[src/rtl/op_dispatcher_if.sv]
// rtl/op_dispatcher_if.sv - op type and op/valid/ready stream interface
package op_dispatcher_pkg;
    typedef struct packed {
        logic [7:0]  code;
        logic [15:0] x;
        logic [15:0] y;
    } Op_st;
endpackage

interface op_dispatcher_if;
    import op_dispatcher_pkg::*;
    Op_st tdata;
    logic tvalid;
    logic tready;

    modport master (output tdata, output tvalid, input tready);
    modport slave  (input tdata, input tvalid, output tready);
endinterface

[src/rtl/op_dispatcher.sv]
// rtl/op_dispatcher.sv - buffers parser ops and issues them one at a time to the processor
module op_dispatcher
    import op_dispatcher_pkg::*;
#(
    parameter int DEPTH       = 4,
    parameter int ACK_TIMEOUT = 1024
) (
    input  logic                     i_clk,
    input  logic                     i_reset,
    input  logic                     i_clk_en,
    op_dispatcher_if.slave           s_in,
    op_dispatcher_if.master          m_proc,
    output logic                     o_busy,
    output logic [$clog2(DEPTH):0]   o_count,
    output logic                     o_err,
    input  logic                     i_err_clr
);
    localparam int AW = $clog2(DEPTH);
    localparam int CW = AW + 1;
    localparam int TW = $clog2(ACK_TIMEOUT + 1);

    typedef enum logic [1:0] {
        ST_IDLE,
        ST_ISSUE,
        ST_WAIT_DONE,
        ST_ERROR
    } state_t;

    state_t          r_state;
    state_t          w_state_nxt;
    Op_st            r_mem [DEPTH];
    logic [AW-1:0]   r_wr_ptr;
    logic [AW-1:0]   r_rd_ptr;
    logic [CW-1:0]   r_count;
    Op_st            r_op;
    logic            r_trigger;
    logic            r_err;
    logic [TW-1:0]   r_tmo;

    logic            w_full;
    logic            w_pop;
    logic            w_push;
    logic            w_trigger_nxt;
    logic            w_err_nxt;
    logic [TW-1:0]   w_tmo_nxt;

    assign w_full = (r_count == CW'(DEPTH));
    assign w_pop  = (r_state == ST_IDLE) && (r_count != '0) && m_proc.tready;
    // A full FIFO still takes a push in the cycle its head is popped.
    assign w_push = s_in.tvalid && (!w_full || w_pop);

    assign s_in.tready   = !w_full || w_pop;
    assign m_proc.tdata  = r_op;
    assign m_proc.tvalid = r_trigger;
    assign o_count       = r_count;
    assign o_err         = r_err;
    assign o_busy        = (r_count != '0) || (r_state != ST_IDLE);

    always_comb begin
        w_state_nxt   = r_state;
        w_trigger_nxt = r_trigger;
        w_err_nxt     = r_err;
        w_tmo_nxt     = r_tmo;
        case (r_state)
            ST_IDLE: begin
                if (w_pop) begin
                    w_state_nxt   = ST_ISSUE;
                    w_trigger_nxt = 1'b1;
                    w_tmo_nxt     = '0;
                end
            end
            ST_ISSUE: begin
                if (!m_proc.tready) begin
                    w_state_nxt   = ST_WAIT_DONE;
                    w_trigger_nxt = 1'b0;
                end else if (r_tmo == TW'(ACK_TIMEOUT - 1)) begin
                    w_state_nxt   = ST_ERROR;
                    w_trigger_nxt = 1'b0;
                    w_err_nxt     = 1'b1;
                end else begin
                    w_tmo_nxt = r_tmo + TW'(1);
                end
            end
            ST_WAIT_DONE: begin
                if (m_proc.tready) begin
                    w_state_nxt = ST_IDLE;
                end
            end
            ST_ERROR: begin
                if (i_err_clr) begin
                    w_state_nxt = ST_IDLE;
                    w_err_nxt   = 1'b0;
                end
            end
            default: begin
                w_state_nxt   = ST_IDLE;
                w_trigger_nxt = 1'b0;
            end
        endcase
    end

    always_ff @(posedge i_clk or negedge i_reset) begin
        if (!i_reset) begin
            r_state   <= ST_IDLE;
            r_wr_ptr  <= '0;
            r_rd_ptr  <= '0;
            r_count   <= '0;
            r_op      <= '0;
            r_trigger <= 1'b0;
            r_err     <= 1'b0;
            r_tmo     <= '0;
        end else if (i_clk_en) begin
            r_state   <= w_state_nxt;
            r_trigger <= w_trigger_nxt;
            r_err     <= w_err_nxt;
            r_tmo     <= w_tmo_nxt;
            if (w_pop) begin
                r_op     <= r_mem[r_rd_ptr];
                r_rd_ptr <= r_rd_ptr + AW'(1);
            end
            if (w_push) begin
                r_wr_ptr <= r_wr_ptr + AW'(1);
            end
            case ({w_push, w_pop})
                2'b10:   r_count <= r_count + CW'(1);
                2'b01:   r_count <= r_count - CW'(1);
                default: r_count <= r_count;
            endcase
        end
    end

    // Storage needs no reset: occupancy and pointers define what is valid.
    always_ff @(posedge i_clk) begin
        if (i_clk_en && w_push) begin
            r_mem[r_wr_ptr] <= s_in.tdata;
        end
    end
endmodule

[src/flat_wrapper.sv]
// flat-port wrapper written by rule: the top's interface ports become plain ports
module op_dispatcher_flat import op_dispatcher_pkg::*;
#(
    parameter int DEPTH       = 4,
    parameter int ACK_TIMEOUT = 1024
)
  (i_clk, i_reset, i_clk_en, o_busy, o_count, o_err, i_err_clr, s_in_tdata, s_in_tvalid, s_in_tready, m_proc_tdata, m_proc_tvalid, m_proc_tready);
  op_dispatcher_if s_in_i ();
  op_dispatcher_if m_proc_i ();
  input  logic i_clk;
  input  logic i_reset;
  input  logic i_clk_en;
  output logic o_busy;
  output logic [$clog2(DEPTH):0] o_count;
  output logic o_err;
  input  logic i_err_clr;
  input wire logic [$bits(s_in_i.tdata)-1:0] s_in_tdata;
  input wire logic [$bits(s_in_i.tvalid)-1:0] s_in_tvalid;
  output wire logic [$bits(s_in_i.tready)-1:0] s_in_tready;
  output wire logic [$bits(m_proc_i.tdata)-1:0] m_proc_tdata;
  output wire logic [$bits(m_proc_i.tvalid)-1:0] m_proc_tvalid;
  input wire logic [$bits(m_proc_i.tready)-1:0] m_proc_tready;
  assign s_in_i.tdata = s_in_tdata;
  assign s_in_i.tvalid = s_in_tvalid;
  assign s_in_tready = s_in_i.tready;
  assign m_proc_tdata = m_proc_i.tdata;
  assign m_proc_tvalid = m_proc_i.tvalid;
  assign m_proc_i.tready = m_proc_tready;
  op_dispatcher #(.DEPTH(DEPTH), .ACK_TIMEOUT(ACK_TIMEOUT)) u_core (.i_clk(i_clk), .i_reset(i_reset), .i_clk_en(i_clk_en), .s_in(s_in_i), .m_proc(m_proc_i), .o_busy(o_busy), .o_count(o_count), .o_err(o_err), .i_err_clr(i_err_clr));
endmodule
[config.mk]
export PLATFORM = sky130hd
export DESIGN_NAME = op_dispatcher_flat
export DESIGN_NICKNAME = d
export VERILOG_FILES = /design/src/rtl/op_dispatcher_if.sv /design/src/rtl/op_dispatcher.sv /design/src/flat_wrapper.sv
export SDC_FILE = /design/constraint.sdc
export NUM_CORES = 1
export LEC_CHECK = 0
export CORE_MARGIN = 10
export CORE_UTILIZATION = 46
export CTS_BUF_LIST = sky130_fd_sc_hd__clkbuf_8
export DETAILED_ROUTE_END_ITERATION = 10
export PLACE_DENSITY = 0.67
export SLEW_MARGIN = 20
export SYNTH_ARGS = -nofsm -noshare
export SYNTH_HDL_FRONTEND = slang
export SYNTH_SLANG_ARGS = --single-unit
[constraint.sdc]
create_clock -name i_clk -period 4.2 [get_ports i_clk]
set_clock_uncertainty 0.15 [all_clocks]
set_input_delay 0.42 -clock i_clk [delete_from_list [all_inputs] [get_ports i_clk]]
set_output_delay 0.42 -clock i_clk [all_outputs]
set_load 0.02 [all_outputs]
==> results of run 1 <==
worst min-delay path, stage by stage (launching register included):
cell     delay [ns]
dfrtp_1        0.35
nand2_1        0.05
nand2_1        0.05
synthesized netlist by cell type (all sizes together) (2+ instances only):
cell type and instances:
a21oi 5, nor2 8, edfxtp 160, mux2 39, dfrtp 62, nor2b 2, a221o 3, nand3 7
inv 10, clkbuf 8, o21ai 7, xnor2 4, and3 3, a21o 2, nor4 2, or3 3
nand4 2, buf 14, nand2 17, nor3b 2, o211ai 2, mux4 40, nand4b 2, and2 6
a31oi 6, ha 5, nor3 10
how the worst max path moves through the flow:
| stage | start | to | slack, ns | cells after the start |
|---|---|---|---|---|
| detailed placement | m_proc_tready | u_core.r_mem[2][18]$_DFFE_PP_ | 0.96 | 5 |
| finish | u_core.r_state[0]$_DFFE_PN0P_ | s_in_tready | 1.34 | 3 |
| floorplan | u_core.r_state[1]$_DFFE_PN0P_ | u_core.r_mem[0][0]$_DFFE_PP_ | 1.44 | 4 |
| global placement | m_proc_tready | u_core.r_mem[0][19]$_DFFE_PP_ | 1.0 | 5 |
| global route | u_core.r_state[0]$_DFFE_PN0P_ | s_in_tready | 1.24 | 3 |
| CTS | u_core.r_state[0]$_DFFE_PN0P_ | s_in_tready | 1.30 | 3 |
per-layer routing:
layer	vias to the layer above	wire (microns)	GRT usage
li1	2053	-	-
met1	2359	6790	0.172
met2	162	8760	0.233
met3	20	1280	0.0420
met4	0	227	0.0490
met5	-	0	0
final cells by class:
type | instances | share of cell area
flip-flops and latches | 222 | 0.605
multi-input cells | 198 | 0.206
inverters | 10 | 0.00357
clock inverters | 31 | 0.0133
clock buffers | 37 | 0.0484
repair buffers | 103 | 0.0955
well taps | 234 | 0.0279
registers in the layout, indices dropped and copies added, names as in the netlist:
signal,cells
u_core.r_mem,160
u_core.m_proc.tdata,40
u_core.r_tmo,11
u_core.o_count,3
u_core.r_rd_ptr,2
u_core.r_state,2
u_core.r_wr_ptr,2
u_core.m_proc.tvalid,1
u_core.o_err,1
cell families after synthesis:
family                   synth area share
AO/OA/AOI/OAI                      0.0330
XOR/XNOR                          0.00404
adder cells (fa/ha/maj)           0.00952
buffers and inverters              0.0182
flip-flops                          0.733
multiplexers                        0.156
AND/OR/NAND/NOR                    0.0466
power groups by stage:
stage | Combinational (W) | Sequential (W) | Clock, W
floorplan | 0.00119 | 0.00326 | 0
global placement | 0.00198 | 0.00327 | 0
detailed placement | 0.00202 | 0.00329 | 0
CTS | 0.00203 | 0.00325 | 0.00171
global route | 0.00213 | 0.00332 | 0.00182
finish | 0.00198 | 0.00324 | 0.00165
per-stage QoR:
stage                     std cells  total power (W)   util
after floorplan                 452          0.00445      -
after global placement          766          0.00525  0.529
after detailed placement        766          0.00531  0.529
after CTS                       835          0.00699  0.564
after global routing            835          0.00727  0.564
final                           835          0.00686  0.564
==> impl_metrics.py, run 1 <==
metrics = {
    "placement": {
        "place_worst_setup_slack_ns": 0.961,
        "placedInstanceArea_sq_mm": 0.00985,
        "placement.io_buffers": 92,
        "gp_congestion": 0.829,
        "post-dp-hpwl_mm": 11.1,
    },
    "timing": {
        "fin_setup_tns_ns": 0,
        "rsz0062_at_grt": "false",
        "max-slew-margin-rel": 0.319,
        "setup_viol_count_final": 0,
        "layout_worst_path_cycle_share": 0.682,
        "hold_slack_ns": 0.333,
        "hold_viol": 0,
        "measured_slew_at_the_worst_slew_check_pin_ns": 1.02,
        "finalWorstPathRequiredPeriod_ns": 2.86,
        "achievable-frequency_mhz": 349,
        "report.final.slew_viol_count": 0,
        "timing.final.ws_setup_ns": 1.34,
    },
    "routing": {
        "drt_iter0_markers": 251,
        "detailed_routing_iteration_count_for_the_pre_antenna_repair_pass": 5,
        "antenna_left": 0,
        "vias_per_cell": 5.50,
        "dr_total_vias": 4594,
        "drt-wirelength-per-cell_microns": 20.4,
        "post-route-drc-count": 0,
        "detail_route.wirelength_mm": 17.1,
    },
    "layout": {
        "n_antenna_cell": 0,
        "share_of_final_layout_standard_cells_stronger_than_drive_strength_1": 0.251,
        "most_frequent_standard_cell_in_the_layout_excluding_fill_and_tap_cells": "edfxtp_1",
        "final.fill_count": 1463,
        "regArea_sq_mm": 0.00636,
        "syn_to_final_growth_pct": 21.2,
        "stdcell_area_sq_mm": 0.0105,
        "mostFrequentLayoutCells": "edfxtp_1 (160), clkdlybuf4s50_1 (91), dfrtp_1 (60)",
        "layout.nets": 624,
        "multiInputGateArea_sq_mm": 0.00217,
    },
    "grt": {
        "grt_usage": 0.141,
        "grt-ovfl-total": 0,
        "grt_max_degree": 63,
        "grt_pass1_vias": 4917,
        "antenna_violations_before_repair": 0,
        "wire_length_of_the_first_global_routing_pass_mm": 27.3,
    },
    "clock_tree": {
        "clk_root_buffer_cell": "clkbuf_8",
        "holdBufCountCts": 1,
        "cts_inserted_buffers": 37,
        "htree_num_levels": 2,
        "cts_max_path_buffers": 3,
        "post-cts-setup-buffers": 0,
        "tritoncts_num_sinks": 222,
        "tritoncts": "built",
        "clock_insertion_delay_worst_skew_ns": 0.51,
        "post_cts.resized_instances": 0,
        "clk_pin_slew_worst_paths_ns": 0.06,
    },
    "setup_path": {
        "cpMaxStageDelayCell": "clkdlybuf4s50_1",
        "crit_path_cell_trace": "or3b_1, nand3_1, clkdlybuf4s50_1",
        "crit_arrival_ns": 2.29,
        "cp-end-kind": "output pin",
        "reg2reg_depth": 4,
        "largest_fanout_on_the_critical_path": 12,
        "critical-path-max-stage-delay_ns": 0.63,
        "critical_path.reg2reg.startpoint": "u_core.r_state[0]$_DFFE_PN0P_",
        "critical_path_required_ns": 3.63,
        "critPathLaunchType": "flip-flop",
        "crit_buf_inv": 1,
        "timing.critical_path.max_delay_family": "simple AND/OR/NAND/NOR gates",
        "register_to_register_path_setup_slack_ns": 1.49,
        "critical_path_class": "reg2out",
        "critical_path.reg2reg.endpoint": "u_core.r_mem[2][15]$_DFFE_PP_",
    },
    "floorplanning": {
        "die_area_sq_mm": 0.0247,
        "fp-row-count": 50,
        "initial_core_util": 0.465,
        "height_of_the_chip_microns": 157,
        "ioPinCount": 93,
        "core_region_area_sq_mm": 0.0186,
        "die_width_microns": 157,
    },
    "synthesis": {
        "syn_warnings": 0,
        "seq_area_frac_synth": 0.733,
        "postSynthAreaPerCell_sq_um": 19.2,
        "yosysUniqueCellTypes": 58,
        "postSynth.topFlopCell": "edfxtp_1",
        "netlist_top_cells_area": "edfxtp_1 (55%), dfrtp_1 (18%), mux4_2 (10%)",
        "post_synth_arst_share": 0.279,
        "synth.net_count": 504,
        "synth_seq_cells": 222,
        "netlist.top_cell.by_area": "edfxtp_1",
        "post_synth_edffs": 160,
        "synthesis.area_sq_mm": 0.00867,
        "post-synth-top-area-fraction": 0.554,
        "syn-instance-count": 452,
    },
    "power": {
        "p_comb_frac": 0.288,
        "pwr-share-seq": 0.471,
        "clkPwrFrac": 0.240,
        "intPower_w": 0.00473,
        "ir_worst_vdd_mv": 0.349,
        "netSwitchingPower_w": 0.00213,
        "leakage_power_nw": 3.73,
        "powerDensity_mw_per_mm2": 653,
        "power.switching_fraction": 0.311,
    },
    "worst_hold_path": {
        "min-delay-path-class": "reg2reg",
        "worst_hold_path.num_cells": 2,
        "hold_path.startpoint": "u_core.m_proc.tdata[21]$_DFFE_PN0P_",
        "whs_endpoint": "u_core.m_proc.tdata[21]$_DFFE_PN0P_",
    },
    "outcome": {
        "run_status": "finished clean",
    },
    "run": {
        "count_of_maximum_capacitance_violations": 0,
    },
}
Power figures use the tool's default switching activity.
==> run 2: changes to the inputs <==
clock period = 2.8 ns   (was 4.2 ns; I/O delays follow)
==> run 2 against run 1 <==
Against the previous run: cell area up 2.2%; utilization grew 1.3 points; cell count up 1.6%; critical endpoint is now o_busy; flip-flop and latch count did not move; clock power rose by 64%; sequential power grew 46%; total power is 56% higher.
==> impl_metrics.py, run 2 (same netlist as run 1, synthesis figures left out) <==
metrics = {
    "grt": {
        "grt_busiest_layer": "met2",
        "global_route.usage.met3": 0.0461,
        "grt_usage": 0.147,
        "antenna_violations_before_repair": 0,
        "use_met1": 0.176,
        "grt_max_degree": 63,
        "gr-usage-met2": 0.249,
        "grt_pass1_vias": 5109,
        "grt-ovfl-total": 0,
        "wire_length_of_the_first_global_routing_pass_mm": 28.3,
    },
    "layout": {
        "stdcell_area_sq_mm": 0.0107,
        "layout.nets": 637,
        "largest_reg_flops": 160,
        "most_frequent_standard_cell_in_the_layout_excluding_fill_and_tap_cells": "edfxtp_1",
        "max_flop_register": "u_core.r_mem",
        "mostFrequentLayoutCells": "edfxtp_1 (160), clkdlybuf4s50_1 (90), dfrtp_1 (60)",
        "n_antenna_cell": 0,
        "share_of_final_layout_standard_cells_stronger_than_drive_strength_1": 0.267,
        "syn_to_final_growth_pct": 23.9,
    },
    "clock_tree": {
        "tritoncts": "built",
        "clk_pin_slew_worst_paths_ns": 0.06,
        "tritoncts_num_sinks": 222,
        "htree_num_levels": 2,
        "clk_root_buffer_cell": "clkbuf_8",
        "cts_max_path_buffers": 3,
        "post-cts-setup-buffers": 0,
        "clock_insertion_delay_worst_skew_ns": 0.53,
        "cts_inserted_buffers": 38,
    },
    "setup_path": {
        "cp-end-kind": "output pin",
        "critical_path_class": "reg2out",
        "largest_fanout_on_the_critical_path": 12,
        "critical_path_required_ns": 2.37,
        "critPathLaunchType": "flip-flop",
        "crit_arrival_ns": 2.08,
    },
    "placement": {
        "post-dp-hpwl_mm": 11.7,
        "gp_congestion": 0.817,
        "placedInstanceArea_sq_mm": 0.0100,
        "placement.io_buffers": 92,
    },
    "routing": {
        "drt-wirelength-per-cell_microns": 20.8,
        "detailed_routing_iteration_count_for_the_pre_antenna_repair_pass": 4,
        "dr_total_vias": 4594,
        "detail_route.wirelength_mm": 17.7,
        "antenna_left": 0,
        "post-route-drc-count": 0,
        "vias_per_cell": 5.42,
        "drt_iter0_markers": 209,
    },
    "timing": {
        "measured_slew_at_the_worst_slew_check_pin_ns": 0.866,
        "max-slew-margin-rel": 0.423,
        "finalWorstPathRequiredPeriod_ns": 2.51,
        "layout_worst_path_cycle_share": 0.897,
        "rsz0062_at_grt": "false",
        "setup_viol_count_final": 0,
        "hold_viol": 0,
        "report.final.slew_viol_count": 0,
        "achievable-frequency_mhz": 398,
        "fin_setup_tns_ns": 0,
    },
    "power": {
        "finalPower_w": 0.0107,
        "powerDensity_mw_per_mm2": 994,
        "ir_worst_vdd_mv": 0.556,
        "leakage_power_nw": 3.84,
    },
    "outcome": {
        "run_status": "finished clean",
    },
    "floorplanning": {
        "ioPinCount": 93,
        "die_width_microns": 157,
        "core_region_area_sq_mm": 0.0186,
        "initial_core_util": 0.465,
        "height_of_the_chip_microns": 157,
        "die_area_sq_mm": 0.0247,
        "fp-row-count": 50,
    },
    "worst_hold_path": {
        "min-delay-path-class": "in2reg",
    },
    "run": {
        "count_of_maximum_capacitance_violations": 0,
    },
}
[run 2: cell types whose count changed in the layout (fill, tap and decap cells not counted)]
cell | before | now
dlymetal6s2s_1 | 0 | 1
buf_12 | 0 | 6
clkbuf_8 | 37 | 41
inv_1 | 22 | 20
clkinvlp_4 | 2 | 1
inv_8 | 1 | 0
buf_4 | 11 | 17
clkinv_1 | 9 | 11
clkinv_2 | 7 | 4
clkdlybuf4s50_1 | 91 | 90
bufinv_16 | 0 | 1
clkinv_8 | 0 | 1
[run 2: final cells by class]
class	count	area, sq um
fillers	1450	7900
flip-flops and latches	222	6360
multi-input cells	198	2170
repair buffers	115	1170
clock buffers	41	564
well taps	234	293
clock inverters	28	153
inverters	10	37.5
[run 2: worst paths after layout]
path | cells after the start | endpoint | slack [ns] | startpoint
worst max-delay path | 3 | o_busy | 0.29 | u_core.o_count[2]$_DFFE_PN0P_
worst min-delay path | 1 | u_core.r_mem[3][12]$_DFFE_PP_ | 0.23 | s_in_tdata[12]
worst max register to register | 6 | u_core.o_count[1]$_DFFE_PN0P_ | 0.37 | u_core.r_state[1]$_DFFE_PN0P_
worst min register to register | 2 | u_core.m_proc.tdata[21]$_DFFE_PN0P_ | 0.35 | u_core.m_proc.tdata[21]$_DFFE_PN0P_
max in group asynchronous | 2 | u_core.r_rd_ptr[0]$_DFFE_PN0P_ | 1.60 | i_reset
min in group asynchronous | 2 | u_core.m_proc.tdata[27]$_DFFE_PN0P_ | 0.27 | i_reset
[run 2: timing repair]
action                                  CTS  global route
endpoints found under the hold margin    62             0
hold buffers                              1             0
resized for setup                         0             1
endpoints found under the setup margin    0             1
[run 2: metrics by stage]
stage          hold WS (ns)  setup slack [ns]  std cells  utilization
4_1_cts               0.196            0.0438        848        0.576
2_1_floorplan        -0.166            0.0391        452            -
6_report              0.226             0.289        848        0.577
5_1_grt               0.225             0.153        848        0.577
3_3_place_gp          0.290             0.188        778        0.537
3_5_place_dp          0.307             0.168        778        0.537
[run 2: metal layers]
metal | wire length, microns | up-vias | part of all wire
met5 | 0 | - | 0
met4 | 246 | 0 | 0.014
met3 | 1230 | 22 | 0.070
met2 | 9080 | 137 | 0.51
met1 | 7100 | 2368 | 0.40
li1 | - | 2067 | -
[run 2: report_power, final]
| part | internal, W | switching, W | total (W) | leakage (nW) |
|---|---|---|---|---|
| logic | 0.00176 | 0.00150 | 0.00326 | 1.23 |
| registers | 0.00419 | 0.000521 | 0.00472 | 2.20 |
| clock network | 0.00145 | 0.00125 | 0.00270 | 0.402 |
[run 2: critical path: stages, from the launching register on]
cell and delay (ns):
dfrtp_1 0.53, nor3_2 0.37, nand3_1 0.13, clkdlybuf4s50_1 0.56
==> run 3: changes to the inputs <==
REMOVE_ABC_BUFFERS = 1   (was default)
==> run 3 against run 2 <==
Against the previous run: cell count down 0.47%; register-to-register slack about the same; clock power up 4%; total power up 0.74%; via count down 0.57%; count of clock-buffer cells in the layout down 1; critical path type unchanged; critical endpoint unchanged; highest routed layer unchanged.
==> impl_metrics.py, run 3 (same netlist as run 1, synthesis figures left out) <==
metrics = {
    "routing": {
        "wl_met1_mm": 7.53,
        "post-route-drc-count": 0,
        "drt_iter0_markers": 209,
        "antenna_left": 0,
        "dr_total_vias": 4568,
        "highest_layer": "met4",
        "detailroute.wirelength.met3_mm": 1.06,
        "drt-wirelength-per-cell_microns": 20.6,
        "vias_per_cell": 5.41,
        "detail_route.wirelength_mm": 17.4,
        "detailed_routing_iteration_count_for_the_pre_antenna_repair_pass": 4,
        "met2_wirelength_mm": 8.58,
    },
    "run": {
        "count_of_maximum_capacitance_violations": 0,
    },
    "placement": {
        "placement.io_buffers": 92,
        "place_worst_setup_slack_ns": 0.145,
        "post-dp-hpwl_mm": 11.2,
        "place.detailed.instances": 774,
        "placedInstanceArea_sq_mm": 0.0100,
        "gp_congestion": 0.778,
    },
    "grt": {
        "grt_pass1_vias": 4892,
        "antenna_violations_before_repair": 0,
        "grt_usage": 0.143,
        "wire_length_of_the_first_global_routing_pass_mm": 27.6,
        "grt_max_degree": 63,
        "grt-ovfl-total": 0,
    },
    "floorplanning": {
        "height_of_the_chip_microns": 157,
        "initial_core_util": 0.465,
        "fp-row-count": 50,
        "die_area_sq_mm": 0.0247,
        "core_region_area_sq_mm": 0.0186,
        "die_width_microns": 157,
        "ioPinCount": 93,
    },
    "setup_path": {
        "destination_of_the_critical_timing_path": "o_busy",
        "critical_path_class": "reg2out",
        "register_to_register_path_setup_slack_ns": 0.37,
        "reg2reg_depth": 6,
        "crit_arrival_ns": 2.13,
        "critical_path_required_ns": 2.37,
        "cp-end-kind": "output pin",
        "largest_fanout_on_the_critical_path": 12,
        "critPathLaunchType": "flip-flop",
        "critical_path.reg2reg.startpoint": "u_core.r_state[0]$_DFFE_PN0P_",
        "critical_path.reg2reg.endpoint": "u_core.o_count[1]$_DFFE_PN0P_",
        "critPathLaunch": "u_core.o_count[2]$_DFFE_PN0P_",
    },
    "outcome": {
        "run_status": "finished clean",
    },
    "clock_tree": {
        "tritoncts": "built",
        "tritoncts_num_sinks": 222,
        "cts_max_path_buffers": 3,
        "htree_num_levels": 2,
        "post-cts-setup-buffers": 0,
        "clock_insertion_delay_worst_skew_ns": 0.52,
        "clk_pin_slew_worst_paths_ns": 0.07,
        "clk_root_buffer_cell": "clkbuf_8",
        "cts_inserted_buffers": 37,
    },
    "timing": {
        "layout_worst_path_cycle_share": 0.913,
        "report.final.slew_viol_count": 0,
        "achievable-frequency_mhz": 391,
        "fin_setup_tns_ns": 0,
        "setup_viol_count_final": 0,
        "timing.final.ws_setup_ns": 0.244,
        "rsz0062_at_grt": "false",
        "hold_slack_ns": 0.242,
        "hold_viol": 0,
        "finalWorstPathRequiredPeriod_ns": 2.56,
        "measured_slew_at_the_worst_slew_check_pin_ns": 0.843,
        "max-slew-margin-rel": 0.438,
    },
    "layout": {
        "largest_reg_flops": 160,
        "stdcell_area_sq_mm": 0.0108,
        "regArea_sq_mm": 0.00636,
        "mostFrequentLayoutCells": "edfxtp_1 (160), clkdlybuf4s50_1 (90), dfrtp_1 (60)",
        "syn_to_final_growth_pct": 24.3,
        "most_frequent_standard_cell_in_the_layout_excluding_fill_and_tap_cells": "edfxtp_1",
        "layoutNonFillerInstCount": 844,
        "max_flop_register": "u_core.r_mem",
        "layout.nets": 632,
        "final.fill_count": 1404,
        "multiInputGateArea_sq_mm": 0.00217,
        "share_of_final_layout_standard_cells_stronger_than_drive_strength_1": 0.273,
    },
    "power": {
        "powerDensity_mw_per_mm2": 998,
        "leakage_power_nw": 3.84,
        "ir_worst_vdd_mv": 0.504,
    },
    "worst_hold_path": {
        "min-delay-path-class": "in2reg",
    },
}
[run 3: changes by cell type in the layout (fill, tap and decap cells not counted)]
cell / change
clkinv_1: -8
buf_4: -7
clkinv_2: +4
buf_12: +3
inv_6: +2
bufinv_16: +1
clkbuf_8: -1
clkinv_8: -1
clkinvlp_4: +1
diode_2: +1
inv_1: +1
[run 3: timing repair]
item / 4_1_cts / 5_1_grt
resized for setup: 0 / 1
endpoints found under the hold margin: 62 / 0
hold buffers: 1 / 0
setup endpoints to repair: 0 / 1
[run 3: worst min path at each step]
stage | start | end | slack, ns | cells past startpoint
3_3_place_gp | i_reset | u_core.m_proc.tdata[9]$_DFFE_PN0P_ | 0.30 | 1
6_report | s_in_tdata[22] | u_core.r_mem[0][22]$_DFFE_PP_ | 0.24 | 1
3_5_place_dp | i_reset | u_core.m_proc.tdata[9]$_DFFE_PN0P_ | 0.31 | 1
2_1_floorplan | i_reset | u_core.m_proc.tdata[0]$_DFFE_PN0P_ | -0.17 | 0
4_1_cts | s_in_tdata[22] | u_core.r_mem[0][22]$_DFFE_PP_ | 0.20 | 1
5_1_grt | s_in_tdata[22] | u_core.r_mem[0][22]$_DFFE_PP_ | 0.22 | 1
[run 3: worst max-delay path, stage by stage, from the launching register on]
cell             delay, ns
dfrtp_1               0.54
nor3_2                0.38
nand3_1               0.13
clkdlybuf4s50_1       0.56
[run 3: stage by stage]
stage          total power, W  utilization
6_report               0.0108        0.578
5_1_grt                0.0114        0.578
4_1_cts                0.0109        0.578
3_5_place_dp          0.00808        0.538
3_3_place_gp          0.00802        0.538
2_1_floorplan         0.00660            -
[run 3: area by class of cell]
cell class                 instances  area share
clock inverter                    28      0.0172
timing repair buffer             111       0.109
tap                              234      0.0272
inverter                          10     0.00348
multi-input combinational        198       0.201
sequential                       222       0.590
antenna                            1    0.000232
clock buffer                      40      0.0511
[run 3: per-layer routing]
layer / vias to the layer above / global-route usage
met5: - / 0
met1: 2351 / 0.186
met3: 20 / 0.0420
li1: 2074 / -
met2: 123 / 0.231
met4: 0 / 0.0401
[run 3: power breakdown]
part / total [W] / leakage, nW / switching, W / internal [W]
clock network: 0.00281 / 0.420 / 0.00128 / 0.00152
logic: 0.00323 / 1.22 / 0.00148 / 0.00175
registers: 0.00472 / 2.20 / 0.000529 / 0.00419
total: 0.0108 / 3.84 / 0.00329 / 0.00747
